$ cat src/rtl/control_sequencer.sv
`default_nettype none
// ============================================================================
// Module      : control_sequencer
// Description : Multi-cycle fetch/execute control FSM driving memory_system.
//               Optional macro SINGLE_STEP_EN adds a `step` input that gates F0.
// Revision    : 1.0 - initial release
// ============================================================================
module control_sequencer (
    input  logic       clk,
    input  logic       rst,
`ifdef SINGLE_STEP_EN
    input  logic       step,
`endif
    input  logic [4:0] instruction,
    input  logic       C,
    input  logic       N,
    input  logic       P,
    input  logic       Z,
    output logic       ir_sclr,
    output logic       mar_sclr,
    output logic       enaf,
    output logic       bank_wr_en,
    output logic       ir_en,
    output logic       mar_en,
    output logic       wr_rdn,
    output logic       mdr_alu_n,
    output logic       mdr_en,
    output logic [2:0] selop,
    output logic [1:0] shamt,
    output logic [2:0] busB_addr,
    output logic [2:0] busC_addr,
    output logic       instr_done,
    output logic       illegal,
    output logic       halted,
    output logic [3:0] state
);

    localparam logic [2:0] C_ALU_SLL   = 3'b000;
    localparam logic [2:0] C_ALU_INC   = 3'b110;
    localparam logic [2:0] C_ALU_PASSB = 3'b111;
    localparam logic [2:0] C_PC_ADDR   = 3'b000;
    localparam logic [2:0] C_DPTR_ADDR = 3'b001;
    localparam logic [2:0] C_A_ADDR    = 3'b010;
    localparam logic [2:0] C_MDR_ADDR  = 3'b100;
    localparam logic [2:0] C_ACC_ADDR  = 3'b111;

    typedef enum logic [3:0] {
        S_CLR  = 4'd0,
        S_F0   = 4'd1,
        S_F1   = 4'd2,
        S_F2   = 4'd3,
        S_F3   = 4'd4,
        S_E0   = 4'd5,
        S_E1   = 4'd6,
        S_E2   = 4'd7,
        S_HALT = 4'd8
    } state_t;

    state_t r_state;
    state_t w_next;

    // N and P are part of the flag interface but no opcode branches on them.
    logic w_unused_flags;
    assign w_unused_flags = N ^ P;

    assign state = r_state;

    always_ff @(posedge clk or negedge rst) begin
        if (!rst) r_state <= S_CLR;
        else      r_state <= w_next;
    end

    always_comb begin
        w_next     = r_state;
        ir_sclr    = 1'b0;
        mar_sclr   = 1'b0;
        enaf       = 1'b0;
        bank_wr_en = 1'b0;
        ir_en      = 1'b0;
        mar_en     = 1'b0;
        wr_rdn     = 1'b0;
        mdr_alu_n  = 1'b0;
        mdr_en     = 1'b0;
        selop      = C_ALU_PASSB;
        shamt      = 2'b00;
        busB_addr  = 3'b000;
        busC_addr  = 3'b000;
        instr_done = 1'b0;
        illegal    = 1'b0;
        halted     = 1'b0;

        case (r_state)
            S_CLR: begin
                ir_sclr  = 1'b1;
                mar_sclr = 1'b1;
                w_next   = S_F0;
            end
            S_F0: begin
`ifdef SINGLE_STEP_EN
                if (step) begin
                    busB_addr = C_PC_ADDR;
                    mar_en    = 1'b1;
                    w_next    = S_F1;
                end
`else
                busB_addr = C_PC_ADDR;
                mar_en    = 1'b1;
                w_next    = S_F1;
`endif
            end
            S_F1: begin
                mdr_en    = 1'b1;
                mdr_alu_n = 1'b1;
                w_next    = S_F2;
            end
            S_F2: begin
                ir_en  = 1'b1;
                w_next = S_F3;
            end
            S_F3: begin
                busB_addr  = C_PC_ADDR;
                busC_addr  = C_PC_ADDR;
                selop      = C_ALU_INC;
                bank_wr_en = 1'b1;
                w_next     = S_E0;
            end
            S_E0: begin
                instr_done = 1'b1;
                w_next     = S_F0;
                casez (instruction)
                    5'b000??: ;
                    5'b001??: begin
                        busB_addr  = C_ACC_ADDR;
                        busC_addr  = C_ACC_ADDR;
                        selop      = C_ALU_SLL;
                        shamt      = instruction[1:0];
                        bank_wr_en = 1'b1;
                        enaf       = 1'b1;
                    end
                    5'b01???: begin
                        busB_addr  = C_A_ADDR;
                        busC_addr  = C_ACC_ADDR;
                        selop      = instruction[2:0];
                        bank_wr_en = 1'b1;
                        enaf       = 1'b1;
                    end
                    5'b1000?: begin
                        busB_addr  = C_DPTR_ADDR;
                        mar_en     = 1'b1;
                        instr_done = 1'b0;
                        w_next     = S_E1;
                    end
                    5'b1001?: begin
                        // bit 0 selects carry (JPC) versus zero (JPZ)
                        if (instruction[0] ? C : Z) begin
                            busB_addr  = C_DPTR_ADDR;
                            busC_addr  = C_PC_ADDR;
                            bank_wr_en = 1'b1;
                        end
                    end
                    5'b11111: w_next = S_HALT;
                    default:  illegal = 1'b1;
                endcase
            end
            S_E1: begin
                mdr_en = 1'b1;
                if (instruction[0]) busB_addr = C_ACC_ADDR;
                else                mdr_alu_n = 1'b1;
                w_next = S_E2;
            end
            S_E2: begin
                if (instruction[0]) begin
                    wr_rdn = 1'b1;
                end else begin
                    busB_addr  = C_MDR_ADDR;
                    busC_addr  = C_ACC_ADDR;
                    bank_wr_en = 1'b1;
                end
                instr_done = 1'b1;
                w_next     = S_F0;
            end
            S_HALT: halted = 1'b1;
            default: w_next = S_CLR;
        endcase
    end

endmodule
`default_nettype wire
$ cat config.mk
export PLATFORM = sky130hd
export DESIGN_NAME = control_sequencer
export DESIGN_NICKNAME = d
export VERILOG_FILES = /design/src/rtl/control_sequencer.sv
export SDC_FILE = /design/constraint.sdc
export NUM_CORES = 1
export LEC_CHECK = 0
export ABC_AREA = 1
export CORE_ASPECT_RATIO = 1.2
export CORE_MARGIN = 2
export CORE_UTILIZATION = 25
export CTS_BUF_LIST = sky130_fd_sc_hd__clkbuf_4 sky130_fd_sc_hd__clkbuf_8
export CTS_CLUSTER_SIZE = 12
export DETAILED_ROUTE_END_ITERATION = 10
export PLACE_DENSITY = 0.71
export SLEW_MARGIN = 20
export SYNTH_ARGS = -nofsm -noshare
export SYNTH_HDL_FRONTEND = slang
export SYNTH_SLANG_ARGS = --single-unit
$ cat constraint.sdc
create_clock -name clk -period 1.6 [get_ports clk]
set_input_delay 0.4 -clock clk [delete_from_list [all_inputs] [get_ports clk]]
set_output_delay 0.4 -clock clk [all_outputs]
set_load 0.05 [all_outputs]
# == Word-level counts from Yosys, hierarchy flattened ==
# Cells that the tools add are included.
# word_totals
reg_bits,4
elab_cells,54
out_inout_bits,27
input_bits,11
# classes
n_eq_ne,13
reduce_logical,6
n_mux,34
# ops
op,n
$pmux W4 S8,1
$pmux W3 S2,3
$eq A4 B3 Y1 const B,4
$mux W1,16
$eq A4 B4 Y1 const B,3
$mux W3,4
$pmux W3 S4,1
$pmux W3 S3,1
$eq A4 B2 Y1 const B,2
$pmux W1 S2,4
$pmux W4 S2,1
$reduce_or A2 Y1,3
$reduce_or A6 Y1,1
$eq A5 B5 Y1 const B,1
$eq A4 B1 Y1 const B,1
$logic_not A4 Y1,1
$mux W2,2
$eq A3 B1 Y1 const B,1
$logic_not A3 Y1,1
$pmux W1 S3,1
$eq A2 B1 Y1 const B,1

# == Longest topological paths before layout ==
# Gate-level depths: netlist (run 1).
# depth
depth_word,4
depth_mapped,8
mapped_depth_nobuf,7

# == Least setup slack after synthesis (run 1) ==
# Ideal clock, no wire load.
# synth_path
path_kind,reg-to-output
startpoint,reg r_state[1] (netlist: state[1])
endpoint,out mdr_alu_n
path_slack_ns,-0.960
n_path_buf,0
required_ns,1.200
path_stages_with_launch,5
arrival_ns,2.160
cell_sequence,dfrtp_1 -> inv_1 -> nor2_1 -> nand2_1 -> o21ai_0
# synth_via
elab_chain_len,2
word_cells_on_any_way,3
cone_classes,2 x eq/ne; 1 x mux
# synth_lines
element,line,rtl
start: declaration,59,state_t r_state;
start signal: assignment,70,else r_state <= w_next;
$eq A4 B3 Y1 or $eq A4 B2 Y1 (tied branches),92,case (r_state)
$pmux W1 S2 *,92,
end: declaration,26,"output logic mdr_alu_n,"
# Mark *: on every way between the ends. The rest lies on a longest branch, timed or not.

# == Final worst setup path (run 1) ==
# layout_path
startpoint,reg r_state[0] (netlist: state[0])
endpoint,out mdr_alu_n
# The elaborated chain is that of the path after synthesis.

==> results.yml, run 1 <==
outcome:
  status: "finished with violations"
  violations: "negative setup slack"
clock_tree:
  cts_buffers: 3
  clk_pin_slew_ps: 40
  insertion_delay_ps: 240
  cts.sinks: 4
  htree_levels: 1
  cts_tree: "yes"
  cts-root-buf: "clkbuf_4"
  clk_path_buf_depth: 2
timing:
  post-route-period-util_pct: 117
  skew_ps: 1.72
  min_period_ps: 1870
  report.final.setup_viol: 23
  worstMarginPinSlew_ps: 282
  hold_viol_final: 0
  maxSlewViolCount: 0
  fin_setup_tns_ps: -4700
  rsz0062_at_grt: "true"
  clock.fmax_mhz: 536
  fin_ws_ps: -265
  slew_headroom_pct: 81.1
floorplan:
  die_w_um: 44.8
  num_io_pins: 38
  die_y_um: 53.0
  core_um2: 1870
  die_area_um2: 2380
  start_util_pct: 26.7
  std_cell_rows: 17
synth:
  synth_area_leaders: "nand2_1 (23%), dfrtp_1 (20%), inv_1 (9.7%)"
  yosysTopAreaCell: "nand2_1"
  synth.avg_cell_area_um2: 5.50
  seq_area_frac_synth_pct: 20.0
  synthFlopType: "dfrtp_1"
  synth.area.mux_share_pct: 0
  synthDominantCellAreaShare_pct: 22.5
  yosysMostFrequentCell: "nand2_1"
  yosys-top-cells-count: "nand2_1 (30), inv_1 (13), nor2_1 (13)"
  yosysWarnings: 0
  synth_xor_area_share_pct: 0
  synth-edff-count: 0
  synth_compound_gate_area_share_pct: 10.3
  synth-simple-area-share_pct: 53.0
  synth_cells: 91
  synth_fp_nets: 102
  synth_top_family_by_area: "simple AND/OR/NAND/NOR gates"
  synth_fa_ha_area_share_pct: 0
  synth_area_um2: 500
  synthDistinctLibCells: 18
  synth-seq-cells: 4
  async_reset_ff_share_pct: 100
pwr:
  p_total_uw: 2720
  power_density_nw_per_um2: 1760
  p_leak_uw: 0.000765
  ir_worst_vdd_mv: 1.39
critical_path:
  worstSetupStartpointType: "flip-flop"
  r2r_slack_ps: 330
  end_kind: "output pin"
  cp_data_required_time_ps: 1200
  cp.arrival_ps: 1470
  critPathMaxFanout: 6
  worstSetupPathType: "reg -> out"
place:
  gp_congestion: 0.794
  placed_area_um2: 1360
  io_buffers: 35
  dp_hpwl_um: 1720
routing:
  wl_um: 2360
  drt.antenna.violating_nets: 0
  wl_per_cell_um: 13.4
  drc: 0
  vias: 845
  drt_iter0_markers: 9
  via_per_inst: 4.80
  first_pass_iters: 4
grt:
  grt_util_all_layers_pct: 22.7
  grt_pass1_vias: 912
  antenna_found_initial: 0
  grt_max_degree: 7
  grt_pass1_wl_um: 4000
  grt-ovfl-total: 0
finish:
  fin_nets: 170
  final_cell_area_um2: 1550
  num-fill-cells: 98
  diodes: 0
  drive_gt1_share_pct: 70.7
  largest_reg_flops: 4
  syn_to_final_growth_pct: 209
run:
  cap_violations: 0
worst_hold_path:
  hold_path.class: "in -> async"
-- metal layers --
layer,track usage [%],up-vias,routed length [um]
li1,-,416,-
met1,24.8,391,901
met2,39.9,30,1310
met3,6.83,8,92
met4,9.80,0,56
met5,0,-,0
-- metrics by stage --
step / utilization (%) / hold slack, ps / setup WS, ps / cells
floorplan: - / 104 / -432 / 91
global placement: 72.7 / 572 / -444 / 163
detailed placement: 72.7 / 590 / -476 / 163
CTS: 80.5 / 373 / -280 / 173
global route: 82.6 / 370 / -358 / 176
finish: 82.6 / 372 / -265 / 176
-- critical path, stage by stage (launching register included) --
cell and delay (ps):
dfrtp_2 450, nor2_1 270, nand2_1 120, o21ai_1 220, buf_12 170
-- power breakdown --
group / leakage (uW) / switching (uW) / internal, uW
registers: 0.0000457 / 61.0 / 147
logic: 0.000706 / 1300 / 1090
clock network: 0.0000138 / 40.4 / 83.8
total: 0.000765 / 1400 / 1320
-- worst paths after layout --
check	from	endpoint	depth (start not counted)
setup reg to reg	state[1]	state[0]	6
hold / removal	rst	state[1]	1
min in group clk	state[3]	state[0]	2
hold reg to reg	state[3]	state[0]	2
max in group asynchronous	rst	state[3]	1
setup / recovery	state[0]	mdr_alu_n	4
-- cell families after synthesis --
| family | Yosys count |
|---|---|
| and+or+nand+nor | 59 |
| DFF | 4 |
| AOI/OAI and AO/OA | 9 |
| buffers and inverters | 19 |
-- cells in the final DEF, fill, tap and decap left out, drive strengths merged --
master | Yosys | layout
o211ai | 2 | 2
o22ai | 1 | 1
nand2 | 33 | 33
clkbuf | 0 | 5
dfrtp | 4 | 4
nand3 | 7 | 7
clkinv | 1 | 1
or2 | 1 | 1
nor2 | 16 | 16
clkdlybuf4s50 | 0 | 1
buf | 3 | 59
dlygate4sd2 | 0 | 4
nand4 | 2 | 2
inv | 15 | 15
a21oi | 1 | 1
o21ai | 5 | 5
-- layout make-up --
type,count,area (um2),area share [%]
repair buffers,66,837,54.2
multi-input cells,68,484,31.3
flip-flops and latches,4,105,6.80
inverters,16,72.6,4.70
well taps,19,23.8,1.54
clock buffers,3,22.5,1.46
-- timing repair --
action / in CTS / in global routing
hold buffers: 0 / 0
resized for setup: 38 / 10
pin swaps: 12 / 5
endpoints found under the setup margin: 23 / 23
buffers inserted: 8 / 3
cloned: 0 / 0
Note: power is estimated with default switching activity, not from simulation.
==> run 2, diff against run 1 <==
- CTS_CLUSTER_SIZE: 12 -> default
==> results of run 2 <==
The final DEF is identical to that of run 1; final timing and power are the same.
